<file path="config.mk">
export PLATFORM = sky130hd
export DESIGN_NAME = wb_gpio_arbiter
export DESIGN_NICKNAME = d
export VERILOG_FILES = /design/src/rtl/wb_gpio_arbiter.sv
export SDC_FILE = /design/constraint.sdc
export NUM_CORES = 1
export LEC_CHECK = 0
export BUFFER_PORTS_ARGS = -buffer_cell sky130_fd_sc_hd__buf_2
export CAP_MARGIN = 20
export CORE_AREA = 2 2 107 109
export DETAILED_ROUTE_END_ITERATION = 7
export DIE_AREA = 0 0 109 111
export PLACE_DENSITY_LB_ADDON = 0.25
export SKIP_CTS_REPAIR_TIMING = 1
export SLEW_MARGIN = 15
export SYNTH_ARGS = -nofsm -noshare
export SYNTH_HDL_FRONTEND = slang
export SYNTH_SLANG_ARGS = --single-unit
</file>
<file path="constraint.sdc">
create_clock -name clk_i -period 1.55 [get_ports clk_i]
set_clock_uncertainty 0.05 [all_clocks]
set_input_delay 0.31 -clock clk_i [delete_from_list [all_inputs] [get_ports clk_i]]
set_output_delay 0.31 -clock clk_i [all_outputs]
set_load 0.005 [all_outputs]
</file>
<file path="src/rtl/wb_gpio_arbiter.sv">
// wb_gpio_arbiter: round-robin Wishbone arbiter sharing the GPIO slave among NUM_MASTERS masters.
// Optional slave-ack watchdog is built when WB_ARB_TIMEOUT_EN is defined.
module wb_gpio_arbiter #(
  parameter int NUM_MASTERS    = 2,
  parameter int TIMEOUT_CYCLES = 16
) (
  input  logic                      clk_i,
  input  logic                      rst,
  input  logic [NUM_MASTERS-1:0]    m_cyc_i,
  input  logic [NUM_MASTERS-1:0]    m_stb_i,
  input  logic [NUM_MASTERS-1:0]    m_we_i,
  input  logic [32*NUM_MASTERS-1:0] m_addr_i,
  input  logic [32*NUM_MASTERS-1:0] m_data_i,
  output logic [31:0]               m_data_o,
  output logic [NUM_MASTERS-1:0]    m_ack_o,
  output logic [NUM_MASTERS-1:0]    m_err_o,
  output logic [NUM_MASTERS-1:0]    m_gnt_o,
  output logic                      s_cyc_o,
  output logic                      s_stb_o,
  output logic                      s_we_o,
  output logic [31:0]               s_addr_o,
  output logic [31:0]               s_data_o,
  input  logic [31:0]               s_data_i,
  input  logic                      s_ack_i
);
  localparam int LW = $clog2(NUM_MASTERS);
  typedef enum logic {IDLE, OWNED} state_t;
  state_t                 state;
  logic [NUM_MASTERS-1:0] grant, nxt_gnt, req;
  logic [LW-1:0]          last, g, idx;
  logic [31:0]            addr_a [NUM_MASTERS];
  logic [31:0]            data_a [NUM_MASTERS];
  logic                   own;
  for (genvar k = 0; k < NUM_MASTERS; k++) begin : g_unpack
    assign addr_a[k] = m_addr_i[32*k +: 32];
    assign data_a[k] = m_data_i[32*k +: 32];
  end
  always_comb begin
    g = '0;
    for (int i = 0; i < NUM_MASTERS; i++) g = grant[i] ? LW'(i) : g;
  end
  // Scan downward so the last hit is the first requester above last.
  always_comb begin
    idx     = '0;
    nxt_gnt = '0;
    for (int i = NUM_MASTERS; i >= 1; i--) begin
      idx     = LW'((int'(last) + i) % NUM_MASTERS);
      nxt_gnt = req[idx] ? NUM_MASTERS'(1) << idx : nxt_gnt;
    end
  end
  assign own      = state == OWNED;
  assign s_cyc_o  = own & m_cyc_i[g];
  assign s_stb_o  = own & m_stb_i[g];
  assign s_we_o   = own & m_we_i[g];
  assign s_addr_o = own ? addr_a[g] : '0;
  assign s_data_o = own ? data_a[g] : '0;
  assign m_data_o = s_data_i;
  assign m_gnt_o  = grant;
  assign m_ack_o  = grant & {NUM_MASTERS{s_ack_i}};
`ifdef WB_ARB_TIMEOUT_EN
  logic [7:0]             cnt;
  logic [NUM_MASTERS-1:0] err, blocked;
  logic                   stall;
  // A timed-out master stays masked until it has dropped cyc once.
  assign req     = m_cyc_i & ~blocked;
  assign stall   = own & s_stb_o & ~s_ack_i;
  assign m_err_o = err;
`else
  assign req     = m_cyc_i;
  assign m_err_o = '0;
`endif
  always_ff @(posedge clk_i or posedge rst) begin
    if (rst) begin
      state <= IDLE;
      grant <= '0;
      last  <= LW'(NUM_MASTERS - 1);
`ifdef WB_ARB_TIMEOUT_EN
      cnt     <= '0;
      err     <= '0;
      blocked <= '0;
`endif
    end else begin
`ifdef WB_ARB_TIMEOUT_EN
      err     <= '0;
      blocked <= blocked & m_cyc_i;
      cnt     <= stall ? cnt + 8'd1 : 8'd0;
`endif
      if (!own) begin
        if (|req) begin
          grant <= nxt_gnt;
          state <= OWNED;
        end
      end else if (!m_cyc_i[g]) begin
        grant <= '0;
        last  <= g;
        state <= IDLE;
`ifdef WB_ARB_TIMEOUT_EN
        cnt   <= '0;
      end else if (stall && cnt == 8'(TIMEOUT_CYCLES - 1)) begin
        grant   <= '0;
        last    <= g;
        state   <= IDLE;
        err     <= grant;
        blocked <= (blocked & m_cyc_i) | grant;
        cnt     <= '0;
`endif
      end
    end
  end
endmodule

</file>
; ---- Word-level counts from Yosys, hierarchy flattened
; Cells that the tools add are included.
[totals]
reg_bits = 4
inputBits = 169
output_inout_bits = 105
wordCells = 49
[classes]
n_addsub = 2
order_cmp = 4
eq_ne = 1
shift = 2
n_mux = 27
bitwise = 6
reduce_logical = 4
[op_table]
columns = op, n
row1 = 32-bit 2-to-1 mux, 8
row2 = 1-bit 2-to-1 mux, 14
row3 = 2-bit 2-to-1 mux, 5
row4 = 1-bit by 2-bit less-than comparator with 1-bit output (second input constant), 3
row5 = 2-bit AND reduction, 2
row6 = 1-bit by 1-bit << shifter with 2-bit output (first input constant), 2
row7 = 1-bit AND, 3
row8 = 1-bit adder (second input constant), 2
row9 = 2-bit AND, 1
row10 = 2-bit greater-or-equal comparator (second input constant), 1
row11 = 2-bit != test (second input constant), 1
row12 = 1-bit NOT with 2-bit output, 1
row13 = 2-bit nonzero test, 1
row14 = 2-bit OR reduction, 1
row15 = 1-bit NOT, 1

; ---- Logic depth before layout (Yosys ltp)
; Gate-level depths: netlist of the first run.
[logic_depth]
depth_word = 7
depth_mapped = 5
mapped_depth_nobuf = 3

; ---- Least setup slack after synthesis of the first run
; OpenSTA, ideal clock, no wires.
[synth_timing]
kind = reg2out
from = reg grant[1], in the netlist m_gnt_o[1]
to = out s_data_o[16]
arrival_ns = 0.986
t_required_ns = 1.190
slack_ns = 0.204
path_stages_with_launch = 6
n_path_buf = 3
path_cell_list = dfrtp_1 -> buf_6 -> buf_8 -> buf_8 -> mux2i_1 -> nor2_1
[synth_between]
elab_chain_len = 6
[synth_lines]
columns = element, line
row1 = start: declaration, 29  ; logic [NUM_MASTERS-1:0] grant, nxt_gnt, req;
row2 = start signal: assignment, 90  ; grant <= nxt_gnt;
row3 = 1-bit 2-to-1 mux, 40  ; for (int i = 0; i < NUM_MASTERS; i++) g = grant[i] ? LW'(i) : g;
row4 = 1-bit NOT with 2-bit output (implied by the code), 56  ; assign s_data_o = own ? data_a[g] : '0;
row5 = 32-bit 2-to-1 mux (implied by the code) (3 in a row), 56
row6 = 32-bit 2-to-1 mux, 56
row7 = end: declaration, 22  ; output logic [31:0] s_data_o,
; No other way between the ends. The select of a mux whose other input is x is not followed.

; ---- Final worst setup path of the first run
[layout_timing]
from = reg grant[1], in the netlist m_gnt_o[1]
to = out s_data_o[15]
; The elaborated chain is that of the path after synthesis.

==> flow_summary.toml, run 1 <==
[floorplan]
rows = 39
ios = 274
die_w_um = 109
design.core.area_mm2 = 0.01108
die-area_mm2 = 0.01210
start_util_pct = 13.55
fp.dieH_um = 111

[synth]
synth-edff-count = 0
synth_mux_area_share_pct = 45.58
avgSynthCellArea_um2 = 7.289
synth_top_family_by_area = "multiplexers"
yosys.area_share.simple_pct = 20.08
yosysTopAreaCell = "mux2i_1"
synth_seq_cells = 4
post_synth_num_cell_types = 22
synth_compound_area_share_pct = 2.167
synthTopCellsByArea = "mux2i_1 45%, buf_4 20%, nor2_1 17%"
yosysTopAreaCellShare_pct = 44.67
yosysWarnings = 0
synth_cells = 206
syn_area_mm2 = 0.001501
synth_top_flop_cell = "dfrtp_1"
seq_area_frac_synth_pct = 6.750
synthAdderAreaFrac_pct = 0
synthXorXnorAreaFrac_pct = 0
async_flop_share_pct = 100.0

[drt]
wl_per_cell_um = 12.00
drt-total-wl_mm = 6.312
vias = 2019
ant_nets = 0
drtIter0Drc = 61
drt-pass1-iter-count = 4
vias_per_cell = 3.838
drc = 0

[timing]
layout_worst_path_cycle_share_pct = 113.1
setup_viol = 69
maxSlewViolCount = 0
final.setup.worst_slack_ns = -0.2026
hold_viol = 0
post-route-min-period_ns = 1.753
clock.fmax_ghz = 0.5706
rsz0062_at_grt = "true"

[power]
p_leak_nw = 1.563
p_total_mw = 2.780
power_density_mw_per_mm2 = 1030
ir_drop_uv = 359.4

[clock_tree]
clkTransAtPathRegs_ns = 0.03
insertion_delay_ns = 0.23
cts_inserted_buffers = 3
htreeDepth = 1
cts_buffer_depth = 2
cts_tree = "built"
cts_root_buffer = "clkbuf_16"
clock_sinks = 4

[outcome]
violations = "negative setup slack"
outcome = "complete, but fails checks"

[placement]
routabilityCongestion = 0.6830
portBuffers = 207
dpl_cell_area_mm2 = 0.002434
dp_hpwl_mm = 4.603

[cells_and_area]
drive_above_1_share_pct = 59.79
layout_common_cells = "208 x buf_2, 68 x nor2_1, 67 x mux2i_1, 6 x clkbuf_16, 3 x buf_12"
regArea_um2 = 105.1
num_antenna_cells = 0
multiInputGateArea_mm2 = 0.001035
mostFrequentLayoutCell = "buf_2"
fin_area_mm2 = 0.002699
nets = 553
area_delta_synth_final_pct = 79.75
fillers = 1242

[hold_path]
hold_path_class = "input port to register"

[global_route]
grt.overflow.total = 0
grt_pass1_vias = 1798
grt_first_pass_wirelength_mm = 7.935
grt_max_degree = 37
globalRouteTotalUtil_pct = 8.106
antenna_found_initial = 0

[setup_path]
path_class = "register to primary output"
startpoint_type = "register"
cp.arrival_ns = 1.39
critPathRequiredTime_ns = 1.19
cp-end-kind = "primary output"
crit_fanout = 9

[job]
cap_violations = 0
-- Yosys cell counts (2+ instances only) --
cell       n
and2_1     2
buf_2      2
buf_4     40
buf_8      2
clkbuf_1   5
dfrtp_1    3
mux2i_1   67
nand2_1    2
nor2_1    68
nor2b_1    2
o21ai_0    2
-- area by class of cell --
class	count	area share (%)
inverters	2	0.2782
multi-input cells	151	38.34
clock buffers	4	2.921
well taps	143	6.630
repair buffers	222	47.94
flip-flops and latches	4	3.894
-- metrics by stage --
stage | cells | setup WS, ns | setup TNS [ns] | hold slack [ns] | utilization, %
3_3_place_gp | 511 | 0.04355 | 0 | 0.1780 | 21.97
2_1_floorplan | 207 | 0.2044 | 0 | 0.02536 | -
6_report | 526 | -0.2026 | -11.94 | 0.3606 | 24.36
3_5_place_dp | 511 | 0.03767 | 0 | 0.1753 | 21.97
4_1_cts | 515 | -0.2099 | -11.26 | -0.06385 | 22.68
5_1_grt | 526 | -0.2662 | -16.28 | 0.3830 | 24.36
-- power by group --
part           total, mW  internal [mW]  switching, mW
registers          0.197          0.157         0.0405
clock network      0.423          0.341         0.0825
logic               2.16           1.20          0.964
total               2.78           1.69           1.09
-- state kept, by name (all words and copies together), names as in the netlist --
name and cells:
last 1, own 1, m_gnt_o 2
-- metal layers --
metal	global-route usage [%]	up-vias	part of all wire, %
li1	-	1003	-
met1	7.415	865	36
met2	16.44	129	53
met3	1.587	22	8.8
met4	3.590	0	2.3
met5	0	-	0
-- critical path, stage by stage (launching register included) --
cell,delay [ns]
dfrtp_4,0.43
buf_2,0.20
buf_8,0.17
mux2i_1,0.19
nor2_1,0.05
buf_2,0.12
-- path summary, 6_finish.rpt --
path	start	slack, ns	endpoint	depth (start not counted)
setup / recovery	m_gnt_o[1]$_DFFE_PP0P_	-0.20	s_data_o[15]	5
hold / removal	m_cyc_i[1]	0.36	own$_DFF_PP0_	3
setup reg to reg	m_gnt_o[1]$_DFFE_PP0P_	0.20	m_gnt_o[0]$_DFFE_PP0P_	4
hold reg to reg	last$_DFFE_PP1P_	0.44	last$_DFFE_PP1P_	2
max in group asynchronous	rst	0.72	last$_DFFE_PP1P_	3
min in group asynchronous	rst	0.49	m_gnt_o[0]$_DFFE_PP0P_	3
-- kinds of logic (layout without fill, tap and decap cells) --
group	after synthesis	count (layout)
simple gates	76	76
buf+inv	52	228
flops	4	4
mux	68	68
other cells	1	2
compound gates	5	5
(Power assumes the default switching activity.)
==> run 2, diff against run 1 <==
CORE_AREA = 2 2 106 108   (was 2 2 107 109)
DIE_AREA = 0 0 108 110   (was 0 0 109 111)
clock period = 2.3 ns   (was 1.55 ns; I/O delays follow)
==> flow_summary.toml, run 2 (synthesis gave the netlist of run 1 again) <==
[placement]
dpl_cell_area_mm2 = 0.002405
routabilityCongestion = 0.7312
portBuffers = 207
dp_hpwl_mm = 5.032

[floorplan]
ios = 274
die_w_um = 108
rows = 38
start_util_pct = 14.04
die-area_mm2 = 0.01188
design.core.area_mm2 = 0.01070
fp.dieH_um = 110

[cells_and_area]
drive_above_1_share_pct = 58.87
fin_area_mm2 = 0.002450
largest_reg_flops = 2
mostFrequentLayoutCell = "buf_2"
fillers = 1192
nets = 542
num_antenna_cells = 0
layout_common_cells = "207 x buf_2, 68 x nor2_1, 67 x mux2i_1, 3 x clkbuf_8"
area_delta_synth_final_pct = 63.17
postLayoutCoreUtil_pct = 22.90

[timing]
post-route-min-period_ns = 2.067
holdWs_ns = 0.06955
setup_viol = 0
clock.fmax_ghz = 0.4837
hold_viol = 0
layout_worst_path_cycle_share_pct = 89.89
maxSlewViolCount = 0
totalNegativeSetupSlack_ns = 0
rsz0062_at_grt = "false"

[job]
cap_violations = 0

[setup_path]
cp-end-kind = "primary output"
cp.arrival_ns = 1.56
startpoint_type = "register"
slowest_stage = "dfrtp_4"
cp_cell_sequence = "buf_12 -> mux2i_1 -> nor2_1 -> buf_2"
path_class = "register to primary output"
crit_fanout = 29
cp_slowest_stage_delay_ns = 0.61
critPathRequiredTime_ns = 1.79

[outcome]
outcome = "finished clean"

[power]
power_density_mw_per_mm2 = 599.3
p_leak_nw = 1.449
ir_drop_uv = 193.9

[clock_tree]
htreeDepth = 1
clock_sinks = 4
cts_root_buffer = "clkbuf_8"
cts_tree = "built"
cts_inserted_buffers = 3
clkTransAtPathRegs_ns = 0.04
insertion_delay_ns = 0.22
cts_buffer_depth = 2

[global_route]
grt_first_pass_wirelength_mm = 7.527
grt_max_degree = 35
gr-usage-met1_pct = 7.342
grt.overflow.total = 0
grt_pass1_vias = 1604
antenna_found_initial = 0
busiest_layer = "met2"
grt.met3_usage_pct = 1.705
globalRouteTotalUtil_pct = 7.789
use_met2_pct = 16.80

[drt]
drt-total-wl_mm = 5.751
vias_per_cell = 3.805
ant_nets = 0
vias = 1948
drc = 0
drtIter0Drc = 42
wl_per_cell_um = 11.23
drt-pass1-iter-count = 4

[hold_path]
hold_path_class = "input port to asynchronous set/reset pin"
run 2: path summary, 6_finish.rpt:
kind,start,to,slack [ns],cells after the start
hold / removal,rst,m_gnt_o[0]$_DFFE_PP0P_,0.07,2
hold reg to reg,last$_DFFE_PP1P_,last$_DFFE_PP1P_,0.46,2
setup reg to reg,m_gnt_o[1]$_DFFE_PP0P_,m_gnt_o[0]$_DFFE_PP0P_,0.91,3
max in group asynchronous,rst,last$_DFFE_PP1P_,1.89,2
min in group clk_i,last$_DFFE_PP1P_,last$_DFFE_PP1P_,0.46,2
setup / recovery,m_gnt_o[1]$_DFFE_PP0P_,s_data_o[13],0.23,4
run 2: through the flow:
step / setup slack (ns) / cells / power [mW]
2_1_floorplan: 0.8044 / 207 / 0.9521
4_1_cts: 0.2398 / 512 / 1.490
5_1_grt: 0.1155 / 512 / 1.615
6_report: 0.2326 / 512 / 1.468
3_5_place_dp: 0.4857 / 508 / 1.324
3_3_place_gp: 0.4868 / 508 / 1.316
run 2: metal layers:
metal / part of all wire, % / routed length (um)
met1: 33 / 1885
met3: 10 / 589
met2: 56 / 3209
met4: 1.2 / 67
met5: 0 / 0
run 2: worst max-delay path, delay by kind of cell, from the launching register on:
family	cells	cell delay [ns]
buf+inv	2	0.40
flops	1	0.61
mux	1	0.22
simple gates	1	0.06
run 2: where the power goes:
group / internal [mW] / switching (mW)
Sequential: 0.105 / 0.0677
Clock: 0.119 / 0.0390
Combinational: 0.613 / 0.525
Total: 0.837 / 0.631
run 2: layout make-up:
cell class | count | area, um2 | share of cell area [%]
well taps | 140 | 175.2 | 7.150
multi-input cells | 151 | 1026 | 41.88
repair buffers | 211 | 1091 | 44.54
inverters | 2 | 7.507 | 0.3064
clock buffers | 4 | 45.04 | 1.839
flip-flops and latches | 4 | 105.1 | 4.290
==> run 3, diff against run 2 <==
==> constraint.sdc (replaced) <==
create_clock -name clk_i -period 2.3 [get_ports clk_i]
set_clock_uncertainty 0.05 [all_clocks]
set_input_delay 0.575 -clock clk_i [delete_from_list [all_inputs] [get_ports clk_i]]
set_output_delay 0.575 -clock clk_i [all_outputs]
set_load 0.005 [all_outputs]
==> flow_summary.toml, run 3 (synthesis gave the netlist of run 1 again) <==
[outcome]
outcome = "finished clean"

[drt]
drc = 0
wl_per_cell_um = 11.20
drtIter0Drc = 69
vias = 1975
wl_met1_mm = 1.828
ant_nets = 0
drt-pass1-iter-count = 4
wl_met2_mm = 3.267
drt-total-wl_mm = 5.733
vias_per_cell = 3.857
wl_met3_um = 581
highest_layer = "met4"

[timing]
layout_worst_path_cycle_share_pct = 92.66
clock.fmax_ghz = 0.4692
setup_viol = 0
totalNegativeSetupSlack_ns = 0
rsz0062_at_grt = "false"
post-route-min-period_ns = 2.131
hold_viol = 0
maxSlewViolCount = 0

[clock_tree]
cts_inserted_buffers = 3
clock_sinks = 4
cts_buffer_depth = 2
cts_tree = "built"
cts_root_buffer = "clkbuf_8"
clkTransAtPathRegs_ns = 0.03
htreeDepth = 1
insertion_delay_ns = 0.22

[cells_and_area]
largest_reg_flops = 2
mostFrequentLayoutCell = "buf_2"
drive_above_1_share_pct = 58.87
num_antenna_cells = 0
fillers = 1209
area_delta_synth_final_pct = 63.17
fin_cells = 512
nets = 542
layout_common_cells = "207 x buf_2, 68 x nor2_1, 67 x mux2i_1, 3 x clkbuf_8"
postLayoutCoreUtil_pct = 22.90

[job]
cap_violations = 0

[placement]
dp_hpwl_mm = 4.956
routabilityCongestion = 0.7445
portBuffers = 207
place_inst = 508

[global_route]
globalRouteTotalUtil_pct = 7.876
grt_first_pass_wirelength_mm = 7.652
grt_pass1_vias = 1683
grt.overflow.total = 0
grt_max_degree = 37
antenna_found_initial = 0

[floorplan]
die_w_um = 108
fp.dieH_um = 110
rows = 38
start_util_pct = 14.04
die-area_mm2 = 0.01188
ios = 274
design.core.area_mm2 = 0.01070

[setup_path]
path_class = "register to primary output"
crit_fanout = 29
cp.arrival_ns = 1.51
startpoint_type = "register"
critPathRequiredTime_ns = 1.67
cp-end-kind = "primary output"

[power]
p_leak_nw = 1.449
ir_drop_uv = 316.0
power_density_mw_per_mm2 = 597.5
p_total_mw = 1.464

[hold_path]
hold_path_class = "input port to asynchronous set/reset pin"
run 3: cell counts in the layout (fill, tap and decap cells not counted):
Identical to the previous run, type by type.
run 3: critical path: stages (launching register included):
cell and delay, ns:
dfrtp_4 0.58, buf_12 0.26, mux2i_1 0.24, nor2_1 0.05, buf_2 0.13
run 3: stage by stage:
stage / instance area (um2) / worst slack (ns) / hold WS [ns]
after detailed placement: 2405 / 0.3878 / 0.4194
after floorplan: 1505 / 0.6894 / 0.2904
final: 2450 / 0.1687 / 0.1893
after global routing: 2450 / 0.05321 / 0.2009
after CTS: 2450 / 0.1420 / 0.1938
after global placement: 2405 / 0.3848 / 0.4171
run 3: cell type report:
| cell class | instances | area [um2] | area share (%) |
|---|---|---|---|
| clock buffers | 4 | 45.04 | 1.839 |
| inverters | 2 | 7.507 | 0.3064 |
| multi-input cells | 151 | 1026 | 41.88 |
| flip-flops and latches | 4 | 105.1 | 4.290 |
| well taps | 140 | 175.2 | 7.150 |
| repair buffers | 211 | 1091 | 44.54 |
run 3: path summary, 6_finish.rpt:
check	endpoint	slack (ns)	depth (start not counted)	startpoint
setup / recovery	s_addr_o[6]	0.17	4	m_gnt_o[1]$_DFFE_PP0P_
hold / removal	m_gnt_o[1]$_DFFE_PP0P_	0.19	2	rst
setup reg to reg	m_gnt_o[0]$_DFFE_PP0P_	0.92	3	m_gnt_o[1]$_DFFE_PP0P_
hold reg to reg	last$_DFFE_PP1P_	0.44	2	last$_DFFE_PP1P_
max in group asynchronous	last$_DFFE_PP1P_	1.77	2	rst
min in group clk_i	last$_DFFE_PP1P_	0.44	2	last$_DFFE_PP1P_
run 3: routing by layer:
| metal | track usage, % | up-vias |
|---|---|---|
| li1 | - | 975 |
| met1 | 7.309 | 864 |
| met2 | 17.12 | 124 |
| met3 | 1.764 | 12 |
| met4 | 1.648 | 0 |
| met5 | 0 | - |
run 3: power breakdown:
part	internal, mW	switching (mW)	total, mW
clock network	0.118	0.0352	0.153
logic	0.613	0.533	1.15
registers	0.105	0.0587	0.164
total	0.837	0.627	1.46
